## config.mk

```make
export PLATFORM = sky130hd
export DESIGN_NAME = hold_repeat_ctrl
export DESIGN_NICKNAME = d
export VERILOG_FILES = /design/src/rtl/hold_repeat_ctrl.sv
export SDC_FILE = /design/constraint.sdc
export NUM_CORES = 1
export LEC_CHECK = 0
export CORE_MARGIN = 2
export CORE_UTILIZATION = 50
export DETAILED_ROUTE_END_ITERATION = 10
export PLACE_DENSITY = 0.76
export SYNTH_ARGS = -nofsm -noshare
export SYNTH_HDL_FRONTEND = slang
export SYNTH_SLANG_ARGS = --single-unit
export TNS_END_PERCENT = 5
```

## constraint.sdc

```tcl
create_clock -name clk -period 2.9 [get_ports clk]
set_clock_uncertainty 0.05 [all_clocks]
set_input_delay 0.435 -clock clk [delete_from_list [all_inputs] [get_ports clk]]
set_output_delay 0.435 -clock clk [all_outputs]
set_load 0.005 [all_outputs]
```

## src/rtl/hold_repeat_ctrl.sv

```systemverilog
// -----------------------------------------------------------------------------
// hold_repeat_ctrl
//   Button-hold refresh timebase. The raw push-button level is synchronised
//   and debounced. The block then issues single-cycle "increment" strobes:
//   one on the accepted press, one after an initial hold delay, and then
//   auto-repeats. The repeat period halves once enough pulses have been issued
//   in the current press. It sits between the raw button and any counter or
//   display logic that consumes increment strobes.
//
// Ports
//   clk      in   1  system clock
//   rst      in   1  synchronous, active-high reset
//   boton    in   1  raw asynchronous push-button level, 1 = pressed
//   Q        out  1  action strobe, exactly one clk cycle wide
//   held     out  1  high while waiting for the first repeat or repeating
//   fast     out  1  high while rep_cnt >= ACCEL_AFTER
//   rep_cnt  out  8  pulses issued in the current press, saturates at 255
// -----------------------------------------------------------------------------
module hold_repeat_ctrl #(
  parameter int CNT_W           = 25,
  parameter int DEBOUNCE_CYC    = 1_000_000,
  parameter int FIRST_DELAY_CYC = 25_000_000,
  parameter int REPEAT_CYC      = 5_000_000,
  parameter int ACCEL_AFTER     = 8
) (
  input  logic       clk,
  input  logic       rst,
  input  logic       boton,
  output logic       Q,
  output logic       held,
  output logic       fast,
  output logic [7:0] rep_cnt
);

  // Every interval must be representable by the shared counter and non-zero.
  localparam longint MAX_CYC = (longint'(1) << CNT_W) - 1;

  generate
    if (DEBOUNCE_CYC <= 0 || longint'(DEBOUNCE_CYC) > MAX_CYC ||
        FIRST_DELAY_CYC <= 0 || longint'(FIRST_DELAY_CYC) > MAX_CYC ||
        REPEAT_CYC <= 0 || longint'(REPEAT_CYC) > MAX_CYC) begin : g_bad_cyc
      $error("hold_repeat_ctrl: every *_CYC must lie in 1 .. 2**CNT_W-1");
    end
  endgenerate

  // Fast period is half the slow one, but never shorter than one cycle.
  localparam int FAST_CYC = (REPEAT_CYC / 2 > 0) ? REPEAT_CYC / 2 : 1;

  localparam logic [CNT_W-1:0] DEB_TERM   = CNT_W'(DEBOUNCE_CYC - 1);
  localparam logic [CNT_W-1:0] FIRST_TERM = CNT_W'(FIRST_DELAY_CYC - 1);
  localparam logic [CNT_W-1:0] SLOW_TERM  = CNT_W'(REPEAT_CYC - 1);
  localparam logic [CNT_W-1:0] FAST_TERM  = CNT_W'(FAST_CYC - 1);

  typedef enum logic [2:0] {
    IDLE,
    DEB_PRESS,
    WAIT_FIRST,
    REPEAT,
    DEB_REL
  } state_t;

  state_t           state_reg;
  logic [CNT_W-1:0] cnt_reg;
  logic [1:0]       sync_reg;
  logic             sync;
  logic [CNT_W-1:0] rep_term;

  // Two-flop synchroniser; the FSM only ever looks at the second stage.
  always_ff @(posedge clk) begin
    if (rst) begin
      sync_reg <= 2'b00;
    end else begin
      sync_reg <= {sync_reg[0], boton};
    end
  end

  assign sync     = sync_reg[1];
  assign rep_term = fast ? FAST_TERM : SLOW_TERM;

  function automatic logic [7:0] sat_inc(input logic [7:0] n);
    return (n == 8'hFF) ? n : n + 8'd1;
  endfunction

  function automatic logic at_accel(input logic [7:0] n);
    return int'(n) >= ACCEL_AFTER;
  endfunction

  // Counter holds at all-ones rather than wrapping.
  function automatic logic [CNT_W-1:0] cnt_inc(input logic [CNT_W-1:0] c);
    return (c == '1) ? c : c + CNT_W'(1);
  endfunction

  // fast is updated together with rep_cnt so the new period applies to the
  // very gap that follows the pulse reaching ACCEL_AFTER.
  always_ff @(posedge clk) begin
    if (rst) begin
      state_reg <= IDLE;
      cnt_reg   <= '0;
      Q         <= 1'b0;
      held      <= 1'b0;
      fast      <= 1'b0;
      rep_cnt   <= 8'd0;
    end else begin
      Q <= 1'b0;
      case (state_reg)
        IDLE: begin
          cnt_reg <= '0;
          if (sync) begin
            state_reg <= DEB_PRESS;
          end
        end

        DEB_PRESS: begin
          if (!sync) begin
            state_reg <= IDLE;
            cnt_reg   <= '0;
          end else if (cnt_reg == DEB_TERM) begin
            Q         <= 1'b1;
            rep_cnt   <= 8'd1;
            fast      <= at_accel(8'd1);
            held      <= 1'b1;
            state_reg <= WAIT_FIRST;
            cnt_reg   <= '0;
          end else begin
            cnt_reg <= cnt_inc(cnt_reg);
          end
        end

        WAIT_FIRST: begin
          // Release takes priority over a coincident terminal count.
          if (!sync) begin
            held      <= 1'b0;
            state_reg <= DEB_REL;
            cnt_reg   <= '0;
          end else if (cnt_reg == FIRST_TERM) begin
            Q         <= 1'b1;
            rep_cnt   <= sat_inc(rep_cnt);
            fast      <= at_accel(sat_inc(rep_cnt));
            state_reg <= REPEAT;
            cnt_reg   <= '0;
          end else begin
            cnt_reg <= cnt_inc(cnt_reg);
          end
        end

        REPEAT: begin
          if (!sync) begin
            held      <= 1'b0;
            state_reg <= DEB_REL;
            cnt_reg   <= '0;
          end else if (cnt_reg == rep_term) begin
            Q       <= 1'b1;
            rep_cnt <= sat_inc(rep_cnt);
            fast    <= at_accel(sat_inc(rep_cnt));
            cnt_reg <= '0;
          end else begin
            cnt_reg <= cnt_inc(cnt_reg);
          end
        end

        DEB_REL: begin
          // Any bounce back to pressed restarts the release window.
          if (sync) begin
            cnt_reg <= '0;
          end else if (cnt_reg == DEB_TERM) begin
            rep_cnt   <= 8'd0;
            fast      <= 1'b0;
            state_reg <= IDLE;
            cnt_reg   <= '0;
          end else begin
            cnt_reg <= cnt_inc(cnt_reg);
          end
        end

        default: begin
          state_reg <= IDLE;
          cnt_reg   <= '0;
          held      <= 1'b0;
          fast      <= 1'b0;
          rep_cnt   <= 8'd0;
        end
      endcase
    end
  end

endmodule

```

==> results.txt, run 1 <==
----------------------------------------------------
[Die]
  Core area ... ~4400 um^2
  Overall die area ... approximately 5100 um^2
  Number of standard-cell rows in the floorplan ... 24
  Top-level I/O count ... 14
  Initial Utilization ... 0.5194
  Die span in y ... roughly 71 um
  Die Wd ... between 70 and 80 um

[CTS]
  Clock latency reported for the late side of the worst-skew pair ... ~0.30 ns
  Inserted Clock Buffers ... 5
  CTS tree ... done
  PostCTS Resize Cnt ... 0
  # hold bufs at CTS ... 0
  CTS H-Tree Depth ... 2
  Post-CTS setup-driven buffer insertion count ... 0
  CTS sink count ... 41
  Clock root cell ... sky130_fd_sc_hd__clkbuf_8
  Reg clk slew, reported paths ... approximately 0.09 ns
  Max Root-Sink Buffers ... 2

[Routing]
  Antenna-violating nets left ... 0
  Routed wire length ... 5274 um
  Average via count per standard cell ... approximately 6
  Residual DRC count ... 0
  First-pass iteration count of the detailed router ... 4
  Detailed router's first-iteration violation count ... between 200 and 250
  Routed WL per cell ... 15.20 um
  Total number of vias ... around 2,100

[Global routing]
  Initial antenna violation count ... 0
  Via count of the first global-routing pass ... approximately 2,000
  Largest net degree at the start of global routing ... 26
  Total grt overflow ... 0
  First-pass GRT wire length ... 9177 um
  Total routing usage reported by global routing ... 0.2229

[Timing]
  Fmax achieved ... between 300 and 400 MHz
  Count of endpoints failing hold in the final timing report ... 0
  Minimum clock period after layout ... about 2.7 ns
  Share of the clock period used by the worst path ... 0.9328
  Setup TNS ... 0 ns
  RSZ-0062 raised after global routing ... no
  Final-report max-slew violation count ... 0
  Slew at the pin closest to its max-slew limit ... between 0.5 and 0.6 ns
  Rel. slew slack ... 0.6186
  Final Setup Violations ... 0
  Hold Slack ... around 0.38 ns

[Final layout]
  Diode count ... 0
  Final instance area ... between 2000 and 3000 um^2
  Fin nets ... around 300
  Synth-to-layout area growth ... 15.22%
  Layout Cells excl Fill ... between 300 and 400
  Number of flip-flops under the largest register name ... 25
  Proportion of layout cells with a drive suffix above 1 ... 0.08814

[Logic synthesis]
  Cell variety after synth ... 54
  Fraction of registers with async set/reset ... 0
  Leading area contributor after synthesis ... sky130_fd_sc_hd__dfxtp_1
  Count of mapped cells out of synthesis ... around 280
  Post-Synthesis Cell Area ... 2277 um^2
  Part of the Yosys area used for sequential elements ... 0.3604
  Post-synth net total ... between 200 and 300
  Number of warning messages in the yosys log ... 0
  Number of synthesized flops with an enable pin ... 0
  Count of state elements after synthesis ... 41
  Commonest cells in the synthesized netlist ... 42 x sky130_fd_sc_hd__nor2_1, 41 x sky130_fd_sc_hd__dfxtp_1, 17 x sky130_fd_sc_hd__nand2_1
  Most used standard cell by instance count after synthesis ... sky130_fd_sc_hd__nor2_1
  Area fraction of the dominant cell type after synthesis ... 0.3604
  Ys flop type ... sky130_fd_sc_hd__dfxtp_1
  Average instance area after synthesis ... 8.281 um^2
  Synth top area cells ... sky130_fd_sc_hd__dfxtp_1 36%, sky130_fd_sc_hd__nor2_1 6.9%, sky130_fd_sc_hd__xnor2_1 5.4%

[Pwr]
  Pwr dens ... about 400 nW/um^2
  Switching share of power ... 0.2122
  Pint ... a little over 0.8 mW
  Switching power ... between 0.2 and 0.25 mW
  Fraction of power consumed by combinational cells ... 0.016
  Final total power ... roughly 1.1 mW
  Max VDD drop ... approximately 0.27 mV
  Proportion of power drawn by flip-flops and latches ... 0.538
  Leakage ... ~0.77 nW
  Portion of total power attributed to the clock network ... 0.446

[Critical path]
  Crit. Startpoint ... cnt_reg[11]$_SDFF_PP0_
  Max incr delay on CP ... 0.56 ns
  Worst Setup Path Type ... register to register
  Kind of start point of the critical path ... register
  Data arrival time of the critical path ... approximately 2.9 ns
  Family with the most delay on the worst path ... simple AND/OR/NAND/NOR gates
  Worst path slowest cell ... sky130_fd_sc_hd__or4_1
  Crit path buf inv count ... 0
  CP endpoint kind ... register
  Required time reported for the critical path endpoint ... a little over 3 ns
  Top fanout value on the critical path ... 5
  Origin of the critical flop-to-flop path ... cnt_reg[11]$_SDFF_PP0_
  Worst path cell trace ... or4b_1, or4_1, a2111oi_0, o2111ai_1, or3_1, o311ai_0

[Placed design]
  Port-buffer cells ... 13
  Last weighted congestion value of the routability-driven placer ... approximately 0.91
  Placement-stage cell area ... roughly 2500 um^2
  HPWL Detailed ... around 3800 um
  Cell Count Post-Placement ... 339

[Hold path]
  Launch point of the worst hold path ... sync_reg[0]$_SDFF_PP0_
  Worst hold path class ... register to register

[Status]
  Outcome ... finished clean

[Job]
  Maximum capacitance violations ... 0

----------------------------------------------------
-- path summary, 6_finish.rpt --
path                                           endpoint  slack (ns)  cells after the start
worst max-delay path            rep_cnt[5]$_SDFFE_PP0P_        0.19                      6
worst min-delay path             sync_reg[1]$_SDFF_PP0_        0.38                      1
worst max register to register  rep_cnt[5]$_SDFFE_PP0P_        0.19                      6
worst min register to register   sync_reg[1]$_SDFF_PP0_        0.38                      1
-- placed cells by master, fill, tap and decap left out, types with 8 or more instances in the layout --
master	synthesis	routed
sky130_fd_sc_hd__nor2_1	42	42
sky130_fd_sc_hd__nor2b_1	8	8
sky130_fd_sc_hd__xnor2_1	14	14
sky130_fd_sc_hd__xor2_1	9	9
sky130_fd_sc_hd__nand2_1	17	17
sky130_fd_sc_hd__nor3_1	10	10
sky130_fd_sc_hd__dfxtp_1	41	41
sky130_fd_sc_hd__buf_4	0	9
sky130_fd_sc_hd__nand4_1	12	12
sky130_fd_sc_hd__nand3_1	15	15
sky130_fd_sc_hd__clkdlybuf4s50_1	0	13
-- metal layers --
metal / routed length, um / track usage / up-vias / share of wire
li1: - / - / 1057 / -
met1: 2589 / 0.3012 / 968 / 0.49
met2: 2436 / 0.3591 / 50 / 0.46
met3: 208 / 0.04782 / 5 / 0.039
met4: 40 / 0.06709 / 0 / 0.0076
met5: 0 / 0 / - / 0
-- stage by stage --
stage | utilization | worst slack (ns)
finish | 0.5985 | 0.1948
global route | 0.5985 | 0.04673
CTS | 0.5985 | 0.2043
detailed placement | 0.5722 | 0.2233
global placement | 0.5722 | 0.2471
floorplan | - | 0.1463
-- final cells by class --
class	instances	area, um^2
fill	403	1760
multi-input combinational	216	1379
sequential	41	820.8
timing repair buffer	23	217.7
clock buffer	5	68.82
tap	52	65.06
clock inverter	3	46.29
inverter	7	26.28
-- cells by family after synthesis --
group | Yosys count | synth area share
XOR/XNOR | 23 | 0.08846
flip-flops | 41 | 0.3604
AO/OA/AOI/OAI | 46 | 0.1555
multiplexers | 4 | 0.02033
buffers and inverters | 18 | 0.03407
AND/OR/NAND/NOR | 141 | 0.3302
adder cells (fa/ha/maj) | 2 | 0.01099
-- power by group through the flow --
stage               clock network [mW]  logic [mW]  registers [mW]
floorplan                            0      0.0104           0.578
global placement                     0      0.0161           0.580
detailed placement                   0      0.0163           0.580
CTS                              0.474      0.0164           0.567
global route                     0.502      0.0181           0.567
finish                           0.470      0.0166           0.567
Note: power is estimated with default switching activity, not from simulation.
==> inputs of run 2 (changes only) <==
ABC_AREA = 1   (was unset)
PLACE_DENSITY = 0.75   (was 0.76)
==> run 2 against run 1 <==
  * Power grew 72%
  * Via count grew 31%
  * Clock power grew 2%
  * Utilization shrank 2.0 points
  * Critical path depth grew 5
  * Synthesized area grew 20%
  * Combinational power grew to 40 times the previous value
  * Routed wire length grew 20%
  * Count of clock-buffer cells in the layout grew 2
==> results.txt, run 2 <==
----------------------------------------------------
[CTS]
  Post-CTS setup-driven buffer insertion count ... 0 (unchanged)
  Reg clk slew, reported paths ... 0.08 ns (was 0.09 ns)
  CTS sink count ... 41 (unchanged)
  Max Root-Sink Buffers ... 2 (unchanged)
  Clock latency reported for the late side of the worst-skew pair ... 0.30 ns (about the same)
  # hold bufs at CTS ... 0 (unchanged)
  PostCTS Resize Cnt ... 0 (unchanged)
  CTS tree ... done (unchanged)
  CTS H-Tree Depth ... 2 (unchanged)
  Clock root cell ... sky130_fd_sc_hd__clkbuf_8 (unchanged)
  Inserted Clock Buffers ... 5 (unchanged)

[Global routing]
  Initial antenna violation count ... 0 (unchanged)
  Met3 usage in global routing ... 0.04138 (was 0.04782)
  Total grt overflow ... 0 (unchanged)
  Via count of the first global-routing pass ... 2,400 (was 1,961)
  First-pass GRT wire length ... 11,260 um (was 9177 um)
  Met1 capacity usage during global routing ... 0.3314 (was 0.3012)
  Total routing usage reported by global routing ... 0.2294 (was 0.2229)
  Peak-usage layer in the global routing report ... met2 (unchanged)
  Largest net degree at the start of global routing ... 25 (was 26)
  Fraction of met2 tracks used by global routing ... 0.3569 (was 0.3591)

[Critical path]
  CP endpoint kind ... register (unchanged)
  Worst path slowest cell ... sky130_fd_sc_hd__dfxtp_1 (was sky130_fd_sc_hd__or4_1)
  Family with the most delay on the worst path ... simple AND/OR/NAND/NOR gates (unchanged)
  Data arrival time of the critical path ... 2.40 ns (was 2.86 ns)
  Required time reported for the critical path endpoint ... 3.09 ns (was 3.05 ns)
  Most used cell along the critical path ... sky130_fd_sc_hd__inv_1
  Kind of start point of the critical path ... register (unchanged)
  Worst Setup Path Type ... register to register (unchanged)
  Top fanout value on the critical path ... 13 (was 5)
  Max incr delay on CP ... 0.37 ns (was 0.56 ns)
  Worst path cell trace ... ha_1, nand2_2, nor2_8, inv_1, nor2_2, nand3b_1, inv_1, nand2_1, inv_1, a21oi_1, nor2_1 (was or4b_1, or4_1, a2111oi_0, o2111ai_1, or3_1, o311ai_0)
  Crit path buf inv count ... 3 (was 0)

[Placed design]
  HPWL Detailed ... 4808 um (was 3753 um)
  Cell Count Post-Placement ... 504 (was 339)
  Placement-stage cell area ... 2897 um^2 (was 2509 um^2)
  Last weighted congestion value of the routability-driven placer ... 0.9548 (was 0.9146)
  Port-buffer cells ... 13 (unchanged)

[Routing]
  Antenna-violating nets left ... 0 (unchanged)
  Residual DRC count ... 0 (unchanged)
  Total number of vias ... 2,715 (was 2,080)
  Average via count per standard cell ... 5.303 (was 5.994)
  First-pass iteration count of the detailed router ... 5 (was 4)
  Detailed router's first-iteration violation count ... 238 (was 205)
  Routed wire length ... 6355 um (was 5274 um)
  Routed WL per cell ... 12.41 um (was 15.20 um)

[Final layout]
  Leading cell type in the layout, fill and taps excluded ... sky130_fd_sc_hd__nand2_1 (was sky130_fd_sc_hd__nor2_1)
  Synth-to-layout area growth ... 10.00% (was 15.22%)
  Final instance area ... 3013 um^2 (was 2624 um^2)
  Final core utilization ... 0.5788 (was 0.5985)
  Layout Cells excl Fill ... 512 (was 347)
  Proportion of layout cells with a drive suffix above 1 ... 0.09050 (was 0.08814)
  Number of flip-flops under the largest register name ... 25 (unchanged)
  Leading cell types in the layout, fill and taps excluded ... 93 x sky130_fd_sc_hd__nand2_1, 80 x sky130_fd_sc_hd__nor2_1, 51 x sky130_fd_sc_hd__inv_1 (was 42 x sky130_fd_sc_hd__nor2_1, 41 x sky130_fd_sc_hd__dfxtp_1, 17 x sky130_fd_sc_hd__nand2_1)
  Fin nets ... 446 (was 299)
  Diode count ... 0 (unchanged)

[Logic synthesis]
  Synthesized-area fraction occupied by adder cells ... 0.009137 (was 0.01099)
  Largest family of logic cells by synthesized area ... simple AND/OR/NAND/NOR gates (unchanged)
  Leading area contributor after synthesis ... sky130_fd_sc_hd__dfxtp_1 (unchanged)
  Commonest cells in the synthesized netlist ... 93 x sky130_fd_sc_hd__nand2_1, 80 x sky130_fd_sc_hd__nor2_1, 51 x sky130_fd_sc_hd__inv_1 (was 42 x sky130_fd_sc_hd__nor2_1, 41 x sky130_fd_sc_hd__dfxtp_1, 17 x sky130_fd_sc_hd__nand2_1)
  Synth top area cells ... sky130_fd_sc_hd__dfxtp_1 30%, sky130_fd_sc_hd__nand2_1 13%, sky130_fd_sc_hd__nor2_1 11% (was sky130_fd_sc_hd__dfxtp_1 36%, sky130_fd_sc_hd__nor2_1 6.9%, sky130_fd_sc_hd__xnor2_1 5.4%)
  Area fraction of the dominant cell type after synthesis ... 0.2997 (was 0.3604)
  Most used standard cell by instance count after synthesis ... sky130_fd_sc_hd__nand2_1 (was sky130_fd_sc_hd__nor2_1)
  Post-Synthesis Cell Area ... 2739 um^2 (was 2277 um^2)
  Number of warning messages in the yosys log ... 0 (unchanged)
  Ys flop type ... sky130_fd_sc_hd__dfxtp_1 (unchanged)
  Share of cell area taken by muxes after synthesis ... 0.003655 (was 0.02033)
  Fraction of registers with async set/reset ... 0 (unchanged)
  Number of synthesized flops with an enable pin ... 0 (unchanged)
  Part of the Yosys area used for sequential elements ... 0.2997 (was 0.3604)
  Average instance area after synthesis ... 6.355 um^2 (was 8.281 um^2)
  Cell variety after synth ... 38 (was 54)
  Compound-Gate Fraction of Synth Area ... 0.1005 (was 0.1555)
  Count of state elements after synthesis ... 41 (unchanged)
  Fraction of synthesized cell area in xor and xnor cells ... 0.04797 (was 0.08846)
  Post-synth net total ... 436 (was 280)
  Fraction of the mapped netlist area in simple logic gates ... 0.4404 (was 0.3302)
  Count of mapped cells out of synthesis ... 431 (was 275)

[Timing]
  Final Setup Violations ... 0 (unchanged)
  Setup TNS ... 0 ns (unchanged)
  Rel. slew slack ... 0.6064 (was 0.6186)
  Final-report max-slew violation count ... 0 (unchanged)
  Count of endpoints failing hold in the final timing report ... 0 (unchanged)
  Slew at the pin closest to its max-slew limit ... 0.5858 ns (was 0.5577 ns)
  Fmax achieved ... 453.3 MHz (was 369.7 MHz)
  Minimum clock period after layout ... 2.206 ns (was 2.705 ns)
  Share of the clock period used by the worst path ... 0.7607 (was 0.9328)
  Hold Slack ... 0.3549 ns (was 0.3790 ns)
  RSZ-0062 raised after global routing ... no (unchanged)

[Job]
  Maximum capacitance violations ... 0 (unchanged)

[Pwr]
  Leakage ... 1.202 nW (was 0.7665 nW)
  Max VDD drop ... 0.6027 mV (was 0.2739 mV)
  Pwr dens ... 602.1 nW/um^2 (was 401.3 nW/um^2)

[Die]
  Initial Utilization ... 0.5262 (was 0.5194)
  Overall die area ... 6086 um^2 (was 5110 um^2)
  Core area ... 5205 um^2 (was 4384 um^2)
  Top-level I/O count ... 14 (unchanged)
  Number of standard-cell rows in the floorplan ... 26 (was 24)
  Die span in y ... 78.01 um (was 71.49 um)
  Die Wd ... 78.01 um (was 71.49 um)

[Hold path]
  Worst hold path class ... register to register (unchanged)

[Status]
  Outcome ... finished clean (unchanged)

----------------------------------------------------
run 2: changes by cell type in the layout (fill, tap and decap cells not counted), moves of 12 or more:
cell                      change
sky130_fd_sc_hd__a21oi_1     +13
sky130_fd_sc_hd__nand2_1     +76
sky130_fd_sc_hd__o21ai_0     +14
sky130_fd_sc_hd__nor2_1      +38
sky130_fd_sc_hd__nand3_1     +15
sky130_fd_sc_hd__xnor2_1     -12
sky130_fd_sc_hd__inv_1       +44
run 2: cells by family after synthesis:
kind of cell             after synthesis
AO/OA/AOI/OAI                         48
flip-flops                            41
multiplexers                           1
adder cells (fa/ha/maj)                2
XOR/XNOR                              15
AND/OR/NAND/NOR                      259
buffers and inverters                 65
run 2: metrics by stage:
stage	power, mW	setup WS [ns]
after floorplan	1.229	1.061
after CTS	1.826	0.6809
after global routing	1.963	0.4696
after detailed placement	1.347	0.6639
final	1.814	0.6939
after global placement	1.336	0.7469
run 2: layout make-up:
type	count	area (um^2)
clock inverter	1	30.03
inverter	54	202.7
clock buffer	7	86.33
sequential	41	820.8
fill	505	2192
multi-input combinational	325	1648
tap	70	87.58
timing repair buffer	14	137.6
run 2: metal layers:
| layer | vias to the layer above | share of wire |
|---|---|---|
| met4 | 0 | 0.013 |
| met5 | - | 0 |
| met2 | 98 | 0.43 |
| met3 | 11 | 0.077 |
| met1 | 1205 | 0.48 |
| li1 | 1401 | - |
run 2: where the power goes:
part / internal, mW / switching [mW]
clock: 0.281 / 0.197
sequential: 0.613 / 0.0528
combinational: 0.246 / 0.424
run 2: path summary, 6_finish.rpt:
path | from | endpoint | slack [ns] | cells after the start
setup reg to reg | cnt_reg[1]$_SDFF_PP0_ | cnt_reg[2]$_SDFF_PP0_ | 0.69 | 11
hold / removal | sync_reg[0]$_SDFF_PP0_ | sync_reg[1]$_SDFF_PP0_ | 0.35 | 2
setup / recovery | cnt_reg[1]$_SDFF_PP0_ | cnt_reg[2]$_SDFF_PP0_ | 0.69 | 11
hold reg to reg | sync_reg[0]$_SDFF_PP0_ | sync_reg[1]$_SDFF_PP0_ | 0.35 | 2
run 2: worst register-to-register path, stage by stage (launching register included):
cell and delay [ns]:
sky130_fd_sc_hd__dfxtp_1 0.37, sky130_fd_sc_hd__ha_1 0.23, sky130_fd_sc_hd__nand2_2 0.12, sky130_fd_sc_hd__nor2_8 0.15, sky130_fd_sc_hd__inv_1 0.08, sky130_fd_sc_hd__nor2_2 0.18, sky130_fd_sc_hd__nand3b_1 0.10, sky130_fd_sc_hd__inv_1 0.06
sky130_fd_sc_hd__nand2_1 0.32, sky130_fd_sc_hd__inv_1 0.32, sky130_fd_sc_hd__a21oi_1 0.08, sky130_fd_sc_hd__nor2_1 0.10
==> inputs of run 3 (changes only) <==
clock period = 1.8 ns   (was 2.9 ns; I/O delays follow)
==> run 3 against run 2 <==
  * The flow now finishes with violations (negative setup slack)
  * Non-clock buffer count rose by 61
  * Combinational power rose by 150%
  * Register-to-register slack worse by 0.82 ns
  * Largest power group unchanged
==> results.txt, run 3 (synthesis gave the netlist of run 2 again) <==
----------------------------------------------------
[Timing]
  RSZ-0062 raised after global routing ... yes (was no)
  Final-report max-slew violation count ... 0 (unchanged)
  Fmax achieved ... 520.2 MHz (was 453.3 MHz)
  Final Setup Violations ... 37 (was 0)
  Hold Slack ... 0.3674 ns (was 0.3549 ns)
  Count of endpoints failing hold in the final timing report ... 0 (unchanged)
  Minimum clock period after layout ... 1.922 ns (was 2.206 ns)
  Setup TNS ... -2.413 ns (was 0 ns)
  Slew at the pin closest to its max-slew limit ... 0.3649 ns (was 0.5858 ns)
  Rel. slew slack ... 0.7541 (was 0.6064)
  Crit path setup slack, layout ... -0.1223 ns (was 0.6939 ns)
  Share of the clock period used by the worst path ... 1.068 (was 0.7607)

[Critical path]
  Origin of the critical flop-to-flop path ... cnt_reg[0]$_SDFF_PP0_ (was cnt_reg[1]$_SDFF_PP0_)
  Worst path slowest cell ... sky130_fd_sc_hd__dfxtp_2 (was sky130_fd_sc_hd__dfxtp_1)
  Crit. Startpoint ... cnt_reg[0]$_SDFF_PP0_ (was cnt_reg[1]$_SDFF_PP0_)
  Worst Setup Path Type ... register to register (unchanged)
  Required time reported for the critical path endpoint ... 1.98 ns (was 3.09 ns)
  Worst path cell trace ... ha_4, nand2_4, nor2_8, buf_4, inv_1, nor2_2, nand2_2, nor3_4, nand2_2, buf_4, nand3_1, o21ai_0, nor2_1 (was ha_1, nand2_2, nor2_8, inv_1, nor2_2, nand3b_1, inv_1, nand2_1, inv_1, a21oi_1, nor2_1)
  CP endpoint kind ... register (unchanged)
  Kind of start point of the critical path ... register (unchanged)
  Max incr delay on CP ... 0.36 ns (was 0.37 ns)
  Top fanout value on the critical path ... 5 (was 13)
  Data arrival time of the critical path ... 2.10 ns (was 2.40 ns)

[Placed design]
  Post-placement setup slack ... -0.09188 ns (was 0.6639 ns)
  Port-buffer cells ... 13 (unchanged)
  Last weighted congestion value of the routability-driven placer ... 0.9431 (was 0.9548)
  Cell Count Post-Placement ... 551 (was 504)
  Placement-stage cell area ... 3283 um^2 (was 2897 um^2)
  HPWL Detailed ... 5704 um (was 4808 um)

[CTS]
  Clock latency reported for the late side of the worst-skew pair ... 0.29 ns (was 0.30 ns)
  CTS sink count ... 41 (unchanged)
  Reg clk slew, reported paths ... 0.08 ns (about the same)
  CTS tree ... done (unchanged)
  Clock root cell ... sky130_fd_sc_hd__clkbuf_8 (unchanged)
  Max Root-Sink Buffers ... 2 (unchanged)
  Inserted Clock Buffers ... 5 (unchanged)
  CTS H-Tree Depth ... 2 (unchanged)
  # hold bufs at CTS ... 0 (unchanged)

[Status]
  Outcome ... finished, violations left (was finished clean)
  Violated checks ... negative setup slack

[Final layout]
  Final instance area ... 3685 um^2 (was 3013 um^2)
  Area used by multi-input combinational logic ... 1779 um^2 (was 1648 um^2)
  Leading cell types in the layout, fill and taps excluded ... 81 x sky130_fd_sc_hd__nand2_1, 73 x sky130_fd_sc_hd__nor2_1, 51 x sky130_fd_sc_hd__buf_4 (was 93 x sky130_fd_sc_hd__nand2_1, 80 x sky130_fd_sc_hd__nor2_1, 51 x sky130_fd_sc_hd__inv_1)
  Proportion of layout cells with a drive suffix above 1 ... 0.2763 (was 0.09050)
  Fin nets ... 507 (was 446)
  Diode count ... 0 (unchanged)
  Synth-to-layout area growth ... 34.54% (was 10.00%)
  Total area of sequential cells ... 832.0 um^2 (was 820.8 um^2)
  Count of filler cells inserted in the layout ... 410 (was 505)
  Final core utilization ... 0.7079 (was 0.5788)
  Number of flip-flops under the largest register name ... 25 (unchanged)
  Leading cell type in the layout, fill and taps excluded ... sky130_fd_sc_hd__nand2_1 (unchanged)
  Layout Cells excl Fill ... 573 (was 512)

[Global routing]
  Total routing usage reported by global routing ... 0.2825 (was 0.2294)
  Total grt overflow ... 0 (unchanged)
  First-pass GRT wire length ... 13,720 um (was 11,260 um)
  Via count of the first global-routing pass ... 2,946 (was 2,400)
  Largest net degree at the start of global routing ... 12 (was 25)
  Initial antenna violation count ... 0 (unchanged)

[Routing]
  Routed WL per cell ... 14.87 um (was 12.41 um)
  Residual DRC count ... 0 (unchanged)
  Total number of vias ... 3,165 (was 2,715)
  Detailed router's first-iteration violation count ... 264 (was 238)
  First-pass iteration count of the detailed router ... 6 (was 5)
  Antenna-violating nets left ... 0 (unchanged)
  Routed wire length ... 8521 um (was 6355 um)
  Average via count per standard cell ... 5.524 (was 5.303)

[Hold path]
  Launch point of the worst hold path ... sync_reg[0]$_SDFF_PP0_ (unchanged)
  Worst hold path class ... register to register (unchanged)

[Die]
  Overall die area ... 6086 um^2 (unchanged)
  Number of standard-cell rows in the floorplan ... 26 (unchanged)
  Die span in y ... 78.01 um (unchanged)
  Die Wd ... 78.01 um (unchanged)
  Initial Utilization ... 0.5262 (unchanged)
  Top-level I/O count ... 14 (unchanged)
  Core area ... 5205 um^2 (unchanged)

[Job]
  Maximum capacitance violations ... 0 (unchanged)

[Pwr]
  Final total power ... 3.326 mW (was 1.814 mW)
  Pwr dens ... 902.5 nW/um^2 (was 602.1 nW/um^2)
  Leakage ... 1.596 nW (was 1.202 nW)
  Max VDD drop ... 0.8196 mV (was 0.6027 mV)

----------------------------------------------------
-- run 3: cell count changes in the layout (fill, tap and decap cells not counted), moves of 4 or more --
cell	previous run	this run
sky130_fd_sc_hd__a21oi_1	20	15
sky130_fd_sc_hd__a21oi_2	6	11
sky130_fd_sc_hd__buf_4	1	51
sky130_fd_sc_hd__buf_6	0	6
sky130_fd_sc_hd__dfxtp_1	41	32
sky130_fd_sc_hd__dfxtp_2	0	9
sky130_fd_sc_hd__nand2_1	93	81
sky130_fd_sc_hd__nand2_2	7	15
sky130_fd_sc_hd__nand2_4	1	5
sky130_fd_sc_hd__nor2_1	80	73
sky130_fd_sc_hd__nor2_2	3	10
-- run 3: repair_timing --
| action | CTS | global route |
|---|---|---|
| pin swaps | 11 | 4 |
| gates cloned | 3 | 0 |
| setup endpoints to repair | 34 | 38 |
| setup buffers | 12 | 0 |
| hold endpoints to repair | 0 | 0 |
| gates resized for setup | 22 | 30 |
-- run 3: worst max-delay path: cells and delay by family, from the launching register on --
| kind | cells | cell delay, ns |
|---|---|---|
| adder cells (fa/ha/maj) | 1 | 0.16 |
| AND/OR/NAND/NOR | 8 | 0.88 |
| flip-flops | 1 | 0.36 |
| buffers and inverters | 3 | 0.34 |
| AO/OA/AOI/OAI | 1 | 0.07 |
-- run 3: per-layer routing --
layer,wire (um),track usage
met1,3721,0.3841
met2,3974,0.4586
met3,682,0.04943
met4,143,0.08596
met5,0,0
-- run 3: layout make-up --
cell class,count,area share
clock buffers,8,0.02173
inverters,54,0.05501
repair buffers,75,0.1908
flip-flops and latches,41,0.2258
multi-input cells,325,0.4829
well taps,70,0.02377
-- run 3: final timing paths --
path	slack, ns	to	cells past startpoint
hold reg to reg	0.37	sync_reg[1]$_SDFF_PP0_	2
setup reg to reg	-0.12	cnt_reg[3]$_SDFF_PP0_	13
hold / removal	0.37	sync_reg[1]$_SDFF_PP0_	2
setup / recovery	-0.12	cnt_reg[3]$_SDFF_PP0_	13
-- run 3: power by group --
group          internal, mW  switching (mW)  leakage, nW  total, mW
sequential            0.988          0.0864        0.337       1.07
combinational         0.769           0.892         1.22       1.66
clock                 0.276           0.314       0.0395      0.590
total                  2.03            1.29         1.60       3.33
